[src/rtl/rom_stream_ctrl.sv]
// rom_stream_ctrl
//
// Walks a combinational-read sample ROM and streams its signed samples to a
// downstream consumer over a valid/ready handshake. A run is described by a
// base address, a sample count and an address stride, all captured on start.
// Addresses wrap modulo 2^ADDR_WIDTH. A running signed sum of every accepted
// sample is kept as a checksum / DC estimate.
//
// Ports:
//   clk, rst_n        clock (rising edge), synchronous active-low reset
//   i_start           request a run (sampled only while idle)
//   i_abort           terminate the current run immediately
//   i_base_addr       first ROM address of the run
//   i_length          number of samples, 0..2^ADDR_WIDTH
//   i_stride          address increment (0 repeats one address)
//   o_rom_addr        registered ROM address
//   i_rom_data        ROM read data for o_rom_addr
//   o_m_data          output sample
//   o_m_valid         o_m_data is valid
//   i_m_ready         downstream accepts
//   o_m_last          final sample of the run, qualified by o_m_valid
//   o_busy            a run is in progress (streaming or completing)
//   o_done            one-cycle pulse on normal completion
//   o_sum             signed sum of samples accepted in the current/last run
module rom_stream_ctrl #(
    parameter int WIDTH      = 8,
    parameter int ADDR_WIDTH = 8,
    parameter int SUM_WIDTH  = 16
) (
    input  logic                  clk,
    input  logic                  rst_n,
    input  logic                  i_start,
    input  logic                  i_abort,
    input  logic [ADDR_WIDTH-1:0] i_base_addr,
    input  logic [ADDR_WIDTH:0]   i_length,
    input  logic [ADDR_WIDTH-1:0] i_stride,
    output logic [ADDR_WIDTH-1:0] o_rom_addr,
    input  logic [WIDTH-1:0]      i_rom_data,
    output logic [WIDTH-1:0]      o_m_data,
    output logic                  o_m_valid,
    input  logic                  i_m_ready,
    output logic                  o_m_last,
    output logic                  o_busy,
    output logic                  o_done,
    output logic [SUM_WIDTH-1:0]  o_sum
);

    typedef enum logic [1:0] {
        IDLE   = 2'd0,
        STREAM = 2'd1,
        DONE   = 2'd2
    } state_t;

    localparam logic [ADDR_WIDTH:0] REM_ONE = (ADDR_WIDTH+1)'(1);

    state_t                r_state;
    state_t                w_next_state;

    logic [ADDR_WIDTH-1:0] r_rom_addr;
    logic [ADDR_WIDTH-1:0] r_stride;
    logic [ADDR_WIDTH:0]   r_remaining;
    logic [WIDTH-1:0]      r_m_data;
    logic                  r_m_valid;
    logic                  r_m_last;
    logic [SUM_WIDTH-1:0]  r_sum;

    logic                  w_handshake;
    logic                  w_load;
    logic [SUM_WIDTH-1:0]  w_sample_ext;

    assign w_handshake  = r_m_valid && i_m_ready;
    // The output register is refilled when it is empty or being drained this
    // cycle; abort wins so a discarded run never loads another sample.
    assign w_load       = (r_state == STREAM) && !i_abort &&
                          (!r_m_valid || i_m_ready) && (r_remaining != '0);
    assign w_sample_ext = {{(SUM_WIDTH-WIDTH){r_m_data[WIDTH-1]}}, r_m_data};

    // State register.
    always_ff @(posedge clk) begin
        // NOTE: sequential state uses non-blocking assignments so every
        // register samples pre-edge values regardless of statement order.
        if (!rst_n) begin
            r_state <= IDLE;
        end else begin
            r_state <= w_next_state;
        end
    end

    // Next-state logic.
    always_comb begin
        // NOTE: default assignment first so no path leaves the output
        // unassigned, which would otherwise infer a latch.
        w_next_state = r_state;
        case (r_state)
            IDLE: begin
                if (i_start) begin
                    w_next_state = (i_length == '0) ? DONE : STREAM;
                end
            end
            STREAM: begin
                if (i_abort) begin
                    w_next_state = IDLE;
                end else if (w_handshake && r_m_last) begin
                    w_next_state = DONE;
                end
            end
            DONE: begin
                w_next_state = IDLE;
            end
            default: begin
                w_next_state = IDLE;
            end
        endcase
    end

    // Output decode from state.
    always_comb begin
        o_busy = 1'b0;
        o_done = 1'b0;
        case (r_state)
            STREAM: o_busy = 1'b1;
            DONE: begin
                o_busy = 1'b1;
                o_done = 1'b1;
            end
            default: begin
                o_busy = 1'b0;
                o_done = 1'b0;
            end
        endcase
    end

    // Address sequencing, output sample register and checksum.
    always_ff @(posedge clk) begin
        if (!rst_n) begin
            r_rom_addr  <= '0;
            r_stride    <= '0;
            r_remaining <= '0;
            r_m_data    <= '0;
            r_m_valid   <= 1'b0;
            r_m_last    <= 1'b0;
            r_sum       <= '0;
        end else begin
            // A handshake always counts, including one that coincides with
            // an abort.
            if (w_handshake) begin
                r_sum <= r_sum + w_sample_ext;
            end

            case (r_state)
                IDLE: begin
                    if (i_start) begin
                        r_rom_addr  <= i_base_addr;
                        r_stride    <= i_stride;
                        r_remaining <= i_length;
                        r_sum       <= '0;
                    end
                end
                STREAM: begin
                    if (i_abort) begin
                        r_m_valid <= 1'b0;
                        r_m_last  <= 1'b0;
                    end else if (w_load) begin
                        r_m_data    <= i_rom_data;
                        r_m_valid   <= 1'b1;
                        r_m_last    <= (r_remaining == REM_ONE);
                        r_rom_addr  <= r_rom_addr + r_stride;
                        r_remaining <= r_remaining - REM_ONE;
                    end else if (w_handshake) begin
                        r_m_valid <= 1'b0;
                        r_m_last  <= 1'b0;
                    end
                end
                default: begin
                    r_m_valid <= 1'b0;
                    r_m_last  <= 1'b0;
                end
            endcase
        end
    end

    assign o_rom_addr = r_rom_addr;
    assign o_m_data   = r_m_data;
    assign o_m_valid  = r_m_valid;
    assign o_m_last   = r_m_last;
    assign o_sum      = r_sum;

endmodule

[config.mk]
export PLATFORM = sky130hd
export DESIGN_NAME = rom_stream_ctrl
export DESIGN_NICKNAME = d
export VERILOG_FILES = /design/src/rtl/rom_stream_ctrl.sv
export SDC_FILE = /design/constraint.sdc
export NUM_CORES = 1
export LEC_CHECK = 0
export CAP_MARGIN = 20
export CORE_ASPECT_RATIO = 2
export CORE_MARGIN = 10
export CORE_UTILIZATION = 45
export CTS_CLUSTER_SIZE = 24
export DETAILED_ROUTE_END_ITERATION = 10
export GPL_TIMING_DRIVEN = 0
export PLACE_DENSITY_LB_ADDON = 0.05
export SLEW_MARGIN = 30
export SYNTH_ARGS = -nofsm -noshare
export SYNTH_HDL_FRONTEND = slang
export SYNTH_SLANG_ARGS = --single-unit
[constraint.sdc]
create_clock -name clk -period 2.7 [get_ports clk]
set_input_delay 0.81 -clock clk [delete_from_list [all_inputs] [get_ports clk]]
set_output_delay 0.81 -clock clk [all_outputs]
set_load 0.1 [all_outputs]
==> metrics.md <==
| Metric | Value |
|---|---|
| Number of ports placed on the die boundary | 74 |
| Sequential cell area fraction in the yosys report | around 31% |
| Max-Cap Viols | 0 |
| CTS sink count | 53 |
| TritonCTS clock tree | done |
| Largest family of logic cells by synthesized area | compound AO/OA/AOI/OAI gates |
| Area contributors post-synth | dfxtp_1, ha_1, a21oi_1 |
| Maximum fanout count along the critical path | 3 |
| Maximum number of pins on one net before global-route repair | 15 |
| Number of global-route vias before repair | about 3600 |
| Die ar. | about 0.012 mm^2 |
| Commonest cells in the netlist | nand2_1, a21oi_1, dfxtp_1, nor2_1, ha_1 |
| Post-place instance area | around 0.0042 mm^2 |
| Clk Latency, worst-skew pair | approximately 0.30 ns |
| Sequential cell fraction of total power | 38.3% |
| Post-placement setup slack | -0.223 ns |
| Count of input and output buffers | 72 |
| Critical Path Slowest Stage Cell | clkdlybuf4s50_1 |
| Synth Area in XOR/XNOR | around 2.3% |
| Post-synthesis instance total | between 400 and 500 |
| Number of buffers added for setup after CTS | 0 |
| Slew at the pin with the worst max-slew slack | between 0.9 and 1 ns |
| Largest area contributor in the netlist | dfxtp_1 |
| TritonCTS Buffers | 5 |
| Multiplexer area fraction after synthesis | ~3.3% |
| Clock power share | between 20% and 30% |
| Compound-cell area share of the yosys netlist | 23.6% |
| Layout area overhead | 28.7% |
| Number of library cell types mapped by synthesis | between 50 and 60 |
| Synth Cell Area | about 0.0034 mm^2 |
| Type of the worst setup path | reg2out |
| Number of DRC markers after the initial detailed-route iteration | ~130 |
| Mean number of vias per cell | 5.67 |
| Post-detailed-placement half-perimeter wirelength | 8250 um |
| Logic pwr share | 33.3% |
| Post-layout nets | 587 |
| Clock Root Buffer | clkbuf_16 |
| Sequence of cells on the critical path | clkdlybuf4s50_1 |
| Highest ir drop seen on vdd | 0.000387 V |
| Buf+Inv Stages, Crit Path | 1 |
| Synth Area per Inst | 7.73 um^2 |
| Number of synthesized flops with an enable pin | 0 |
| Capturing element type of the critical path | output port |
| Level count of the clock H-tree | 2 |
| Fraction of layout cells with a size suffix above 1 | 4.62% |
| FFs w/ async S/R, synth | 0% |
| Period utilisation layout | a little over nine tenths |
| Global-route wire length before repair | between 15000 and 20000 um |
| Count of final setup violators | 0 |
| Nets in the synthesized netlist | ~510 |
| Arrival time at the worst endpoint | approximately 1.9 ns |
| Final weighted congestion in routability-driven placement | approximately 0.91 |
| Area of the placeable core | 0.00732 mm^2 |
| Number of antenna violations at the first check in global routing | 0 |
| DRT Wirelength | around 11000 um |
| Total count of max-transition violations in the final report | 0 |
| CP required | around 1.9 ns |
| Path category of the worst min-delay check | reg2reg |
| Unrepaired setup endpoints after global routing | false |
| Final WS setup | approximately 0.033 ns |
| Die span in x | 81.5 um |
| Total of flip-flops plus latches after synthesis | 53 |
| Largest stage delay, worst path | between 1 and 1.5 ns |
| Cts-stage hold buffer count | 0 |
| Cell with the most instances after synthesis | nand2_1 |
| Top-area cell type share of the netlist area | approximately 31% |
| Fin crit period | around 2.7 ns |
| Top_reg_cell synth | dfxtp_1 |
| Skew final | 0.00639 ns |
| Gr ovfl total | 0 |
| Fmax | between 300 and 400 MHz |
| Gate family responsible for the most delay along the worst path | buffers and inverters |
| Ys Warns | 0 |
| Initial core utilization | a little under half |
| Maximum root-to-sink buffer count | 2 |
| Total iterations of the first detailed-routing run | 4 |
| Fraction of power spent switching nets | about 37% |
| Leakage power of the design | about 1.8 nW |
| Int Pwr | 0.00147 W |
| Total Routing Usage GR | a little under a fifth |
| Reg clk slew, reported paths | around 0.070 ns |
| Total vias in the final route | ~3500 |
| Hold violation total from the final report | 0 |
| Power per standard cell area | between 500 and 600 mW/mm^2 |
| Vertical die dimension | 143 um |
| Reported net switching power | 0.000852 W |
| DR DRC count | 0 |
| Startpoint Class | register |
| Synthesized-area fraction occupied by and/or/nand/nor cells | roughly 23% |
| Routed len/inst | between 15 and 20 um |
| Antenna diode count | 0 |
| Adder and majority cell fraction of the synthesized area | 11.5% |
| Run status | finished, final reports clean |
| Number of cell rows | 44 |
| Final standard cell area without fillers | approximately 0.0044 mm^2 |
| Slew headroom | 33.2% |
| Antenna violation net count after detailed routing | 0 |
cells by family after synthesis:
family / after synthesis
AND/OR/NAND/NOR: 168
AO/OA/AOI/OAI: 130
flip-flops: 53
buffers and inverters: 39
adder cells (fa/ha/maj): 30
multiplexers: 11
XOR/XNOR: 9
flip-flops by register name, summed over array words and instances, names as in the netlist:
name,count
o_sum,16
r_remaining,9
o_m_data,8
o_rom_addr,8
r_stride,8
r_state,2
o_m_last,1
o_m_valid,1
cell usage in the layout (no fill, tap or decap), drive strengths merged, types with 5 or more instances in the layout:
cell type,netlist,layout
and3,5,5
o211ai,5,5
nor2b,7,7
ha,28,28
a31oi,7,7
a211oi,10,10
clkdlybuf4s50,0,65
nand3,12,12
nor3,12,12
nand4,10,10
a21o,8,8
mux2i,10,10
dlygate4sd2,0,5
nor2,38,38
clkbuf,19,27
o21ai,23,23
dfxtp,53,53
o21a,7,7
a21oi,56,56
inv,13,13
buf,5,5
nand2,62,62
xnor2,7,7
nor4,6,6
or3,5,5
metrics by stage:
step / hold slack (ns) / util (%) / power, W / setup TNS [ns] / std cells
CTS: 0.462 / 59.7 / 0.00234 / 0 / 611
global placement: 0.444 / 57.9 / 0.00168 / -1.16 / 604
finish: 0.463 / 59.7 / 0.00232 / 0 / 611
detailed placement: 0.452 / 57.9 / 0.00169 / -1.51 / 604
floorplan: 0.432 / - / 0.00146 / 0 / 440
global route: 0.484 / 59.7 / 0.00244 / 0 / 611
layer usage:
metal  track usage, %  wire length, um
met4             8.80              266
met3             3.84              453
met1             17.8             3990
met2             35.5             5930
met5                0                0
timing repair:
item	CTS	global route
setup endpoints to repair	6	3
hold endpoints to repair	0	0
resized for setup	7	3
pin swaps	0	0
worst reg2reg max path, stage by stage (launching register included):
cell	delay, ns
dfxtp_2	0.50
ha_1	0.29
clkbuf_1	0.21
a21oi_1	0.27
o21ai_0	0.15
a221oi_1	0.35
a211oi_1	0.14
or3_1	0.36
a21oi_1	0.12
worst paths after layout:
kind | from | end | slack [ns] | depth (start not counted)
setup / recovery | o_m_data[2] | o_m_data[2] | 0.03 | 1
hold / removal | r_remaining[1] | r_remaining[1] | 0.46 | 2
setup reg to reg | o_m_data[7] | o_sum[15] | 0.25 | 8
hold reg to reg | r_remaining[1] | r_remaining[1] | 0.46 | 2
power by group through the flow:
stage               clock [W]  sequential, W  combinational [W]
detailed placement          0       0.000907           0.000779
global placement            0       0.000905           0.000772
global route         0.000699       0.000897           0.000841
floorplan                   0        0.00106           0.000402
CTS                  0.000671       0.000889           0.000779
finish               0.000657       0.000889           0.000774
cell type report:
type                    instances  area [um^2]
flip-flops and latches         53         1060
inverters                      15         56.3
fillers                       721         2950
multi-input cells             348         2170
well taps                      92          115
repair buffers                 72          712
clock buffers                   7          143
plain buffers                  24          114
(Power assumes the default switching activity.)
==> edit 1 (same settings) <==
Make the reset (`rst_n`) asynchronous in 2 clocked blocks. Comments in the files are not updated.
--- a/src/rtl/rom_stream_ctrl.sv
+++ b/src/rtl/rom_stream_ctrl.sv
@@ -76,7 +76,7 @@
     assign w_sample_ext = {{(SUM_WIDTH-WIDTH){r_m_data[WIDTH-1]}}, r_m_data};
 
     // State register.
-    always_ff @(posedge clk) begin
+    always_ff @(posedge clk or negedge rst_n) begin
         // NOTE: sequential state uses non-blocking assignments so every
         // register samples pre-edge values regardless of statement order.
         if (!rst_n) begin
@@ -131,7 +131,7 @@
     end
 
     // Address sequencing, output sample register and checksum.
-    always_ff @(posedge clk) begin
+    always_ff @(posedge clk or negedge rst_n) begin
         if (!rst_n) begin
             r_rom_addr  <= '0;
             r_stride    <= '0;
Behaviour: differs if rst_n is asserted again (counterexample within 4 cycles, from zero or initial values and one cycle with rst_n low); with rst_n held inactive, the same outputs for 4 cycles.
==> edit 1 against the original RTL <==
- global-route usage down 1.3 points
- first-iteration DRC count up 47%
- cell area up 8.5%
- via count up 0.43%
- sequential cell count unchanged
- worst setup slack worse by 0.013 ns
- cell count down 1.8%
- wire length up 1.5%
- area after synthesis up 7.5%
- critical endpoint is now o_rom_addr[4]
Power is left out: the tool's default activity adds up to more than one toggle a clock period on the data nets, which glitch-free logic cannot reach.
==> edit 1: results (changes against the original RTL) <==
FFs w/ async S/R, synth -> 1.000 (was 0)
Initial antenna violation count -> 0 (unchanged)
Syn nets -> 490 (was 508)
Vias in the first global route -> 3,698 (was 3,627)
Pre-antenna DRT Iters -> 5 (was 4)
Main flop type after synthesis -> dfrtp_1 (was dfxtp_1)
Reg2Reg Depth -> 7 (was 8)
Register area share after synthesis -> 0.3628 (was 0.3121)
Worst skew pair latency -> 0.30 ns (about the same)
Total track usage -> 0.1734 (was 0.1862)
CTS root buf -> clkbuf_16 (unchanged)
Reg-to-reg slack, setup -> 0.20 ns (was 0.25 ns)
DR WL/cell -> 18.00 um (was 17.42 um)
Largest register FFs -> 16 (unchanged)
Largest cells by area after synthesis -> dfrtp_1, ha_1, nand2_1 (was dfxtp_1, ha_1, a21oi_1)
Fin Clk Skew -> 0.007515 ns (was 0.006385 ns)
Most common library cells after synthesis -> nand2_1, dfrtp_1, a21oi_1, o21ai_0, ha_1 (was nand2_1, a21oi_1, dfxtp_1, nor2_1, ha_1)
Max incr delay on CP -> 1.17 ns
Yosys cell types -> 58 (was 51)
First-pass GRT wire length -> 17.93 mm (was 17.22 mm)
Worst EP arrival -> 1.87 ns
Vias/cell -> 5.802 (was 5.673)
Hold Crit Class -> input port to asynchronous set/reset pin (was flip-flop to flip-flop)
Nets@finish -> 571 (was 587)
Worst-case clock buffer depth -> 2 (unchanged)
DP HPWL -> 8.513 mm (was 8.253 mm)
Initial DRC count -> 189 (was 129)
YS warnings -> 0 (unchanged)
Diode count -> 0 (unchanged)
Status -> complete, no violations (unchanged)
Largest delay share family, worst path -> buffers and inverters (unchanged)
Reg-to-reg critical path endpoint -> o_sum[14] (was o_sum[15])
Largest net degree at the start of global routing -> 31 (was 15)
RD Place Congestion -> 0.8626 (was 0.9080)
R2r startpoint -> o_m_data[0] (was o_m_data[7])
Clock transition at path regs -> 0.07 ns (about the same)
Slew @ Worst Pin -> 0.9882 ns (was 0.9985 ns)
Slowest CP cell -> clkdlybuf4s50_1 (unchanged)
Critical path fanouts, max -> 3 (unchanged)
Share of layout cells above drive strength 1 -> 0.09127 (was 0.04624)
H-Tree Depth -> 2 (unchanged)
Routed Antenna Nets -> 0 (unchanged)
Num CTS Buffers -> 5 (unchanged)
# port buffers -> 73 (was 72)
FILL cells -> 751 (was 721)
[edit 1: cell types whose count changed after synthesis, sizes merged, moves of 10 or more]
cell / before / now
dfrtp: 0 / 53
dfxtp: 53 / 0
o21ai: 23 / 36
nor2: 38 / 23
inv: 13 / 23
a21oi: 56 / 36
clkbuf: 19 / 6
[edit 1: logic make-up (layout without fill, tap and decap cells)]
| kind of cell | count (synthesis) | count (layout) | share of synthesized area |
|---|---|---|---|
| XOR/XNOR | 6 | 6 | 0.01437 |
| multiplexers | 17 | 17 | 0.04928 |
| AO/OA/AOI/OAI | 131 | 131 | 0.2283 |
| flip-flops | 53 | 53 | 0.3628 |
| AND/OR/NAND/NOR | 149 | 149 | 0.1999 |
| buffers and inverters | 36 | 118 | 0.03867 |
| adder cells (fa/ha/maj) | 30 | 30 | 0.1068 |
[edit 1: timing repair]
item | 4_1_cts | 5_1_grt
endpoints found under the hold margin | 0 | 0
cloned | 0 | 0
endpoints found under the setup margin | 5 | 26
gates resized for setup | 7 | 12
setup buffers | 0 | 0
[edit 1: worst register-to-register path: cells and delay by family (launching register included)]
kind / cells / cell delay [ns]
AOI/OAI and AO/OA: 4 / 1.14
adders and majority gates: 2 / 0.70
DFF: 1 / 0.40
muxes: 1 / 0.15
[edit 1: per-stage QoR]
stage	instance area, sq um	TNS, ns	hold WS [ns]	setup slack, ns	instances
finish	4745	0	0.4200	0.02014	600
global route	4745	0	0.4391	0.004242	600
CTS	4717	0	0.4257	0.004823	600
detailed placement	4531	-3.704	0.4724	-0.2555	592
global placement	4513	-57.00	0.4669	-1.216	591
floorplan	3662	0	0.4497	0.02664	422
[edit 1: routing by layer]
metal  up-vias  share of wire  global-route usage
met5         -              0                   0
met4         0          0.026             0.07492
met3        17          0.040             0.03853
met2        75           0.57              0.3386
met1      1693           0.36              0.1647
li1       1696              -                   -
[edit 1: cell type report]
| class | instances | area, sq um | area share |
|---|---|---|---|
| buffer | 13 | 56.30 | 0.01187 |
| clock buffer | 5 | 125.1 | 0.02637 |
| clock inverter | 3 | 65.06 | 0.01371 |
| inverter | 23 | 86.33 | 0.01820 |
| multi-input combinational | 333 | 2193 | 0.4623 |
| sequential | 53 | 1333 | 0.2809 |
| tap | 96 | 120.1 | 0.02532 |
| timing repair buffer | 74 | 765.7 | 0.1614 |
[edit 1: worst max-delay path by stage]
stage	start	to	slack [ns]	cells past startpoint
finish	o_rom_addr[4]	o_rom_addr[4]	0.02	1
global route	o_rom_addr[4]	o_rom_addr[4]	0.004	1
global placement	rst_n	o_m_data[7]	-1.22	1
detailed placement	i_start	r_remaining[2]	-0.26	7
floorplan	o_sum[0]	o_sum[8]	0.03	7
CTS	o_m_data[1]	o_m_data[1]	0.005	1
==> edit 2 (same flow settings) <==
Made on the original files. Change the parameter `SUM_WIDTH` from 16 to 32.
--- a/src/rtl/rom_stream_ctrl.sv
+++ b/src/rtl/rom_stream_ctrl.sv
@@ -25,7 +25,7 @@
 module rom_stream_ctrl #(
     parameter int WIDTH      = 8,
     parameter int ADDR_WIDTH = 8,
-    parameter int SUM_WIDTH  = 16
+    parameter int SUM_WIDTH  = 32
 ) (
     input  logic                  clk,
     input  logic                  rst_n,
Ports: changed (resized o_sum); port bits go from 74 to 90. No check against the original RTL was run, so the function may have changed too.
==> edit 2 against the original RTL <==
- global-route usage grew 1.7 points
- area after synthesis is 42% higher
- worst setup slack got worse by 0.0052 ns
- largest power group is now the clock network
- sequential share of layout area is 2.1 points lower
- clock skew up 0.00052 ns
- synthesized cell count up 41%
- first-iteration DRC count rose by 67%
- cell area grew 47%
- total power rose by 44%
- cell count is 42% higher
- clock power increased by 95%
- highest routed layer unchanged
- sequential cell count grew 16
- wire length is 49% higher
==> edit 2: results (changes against the original RTL) <==
Wire length on met2 -> 8.873 mm (was 5.934 mm)
Normalized max-slew margin -> 0.3231 (was 0.3323)
DR WL/cell -> 18.38 um (was 17.42 um)
Vias/cell -> 5.840 (was 5.673)
Vias in the first global route -> 5,307 (was 3,627)
Buffering overhead -> 0.1719 (was 0.1888)
Num CTS Buffers -> 9 (was 5)
Initial DRC count -> 216 (was 129)
DP Area -> 5928 sq um (was 4238 sq um)
Mean Syn Cell Area -> 7.796 sq um (was 7.726 sq um)
Yosys cell types -> 68 (was 51)
Met2 usage -> 0.3883 (was 0.3551)
Setup bufs post-CTS -> 1 (was 0)
Inverters excl. clock -> 22 (was 15)
Met3 GRT Util -> 0.05448 (was 0.03836)
Critical path fanouts, max -> 4 (was 3)
VDD IR max -> 419.4 uV (was 387.3 uV)
Register area -> 1421 sq um (was 1064 sq um)
PwrDens -> 520.8 nW/um^2 (was 530.4 nW/um^2)
FILL cells -> 1,022 (was 721)
Register area share after synthesis -> 0.2862 (was 0.3121)
Total track usage -> 0.2030 (was 0.1862)
Status -> complete, no violations (unchanged)
RD Place Congestion -> 0.9099 (was 0.9080)
Nets@finish -> 806 (was 587)
Worst skew pair latency -> 0.34 ns (was 0.30 ns)
H-Tree Depth -> 3 (was 2)
Non-Clock Buffer Count -> 122 (was 96)
Multi-input combinational area share -> 0.5169 (was 0.4963)
==> edit 2: path summary, 6_finish.rpt <==
path         slack, ns            end  cells past startpoint           from
max               0.03  o_rom_addr[1]                      1  o_rom_addr[1]
min               0.46      o_sum[15]                      2      o_sum[15]
max reg2reg       0.07      o_sum[29]                     10    o_m_data[7]
min reg2reg       0.46      o_sum[15]                      2      o_sum[15]
==> edit 2: cells by family (layout without fill, tap and decap cells) <==
logic type | count (synthesis) | in the layout
simple gates | 222 | 222
compound gates | 191 | 191
flops | 69 | 69
fa+ha+maj | 45 | 45
xor+xnor | 24 | 24
mux | 17 | 17
buf+inv | 51 | 160
==> edit 2: power by group through the flow <==
| stage | Clock [mW] | Sequential (mW) | Combinational [mW] |
|---|---|---|---|
| floorplan | 0 | 1.36 | 0.439 |
| global placement | 0 | 1.17 | 0.879 |
| detailed placement | 0 | 1.17 | 0.894 |
| CTS | 1.30 | 1.15 | 0.900 |
| global route | 1.34 | 1.16 | 0.985 |
| finish | 1.28 | 1.15 | 0.913 |
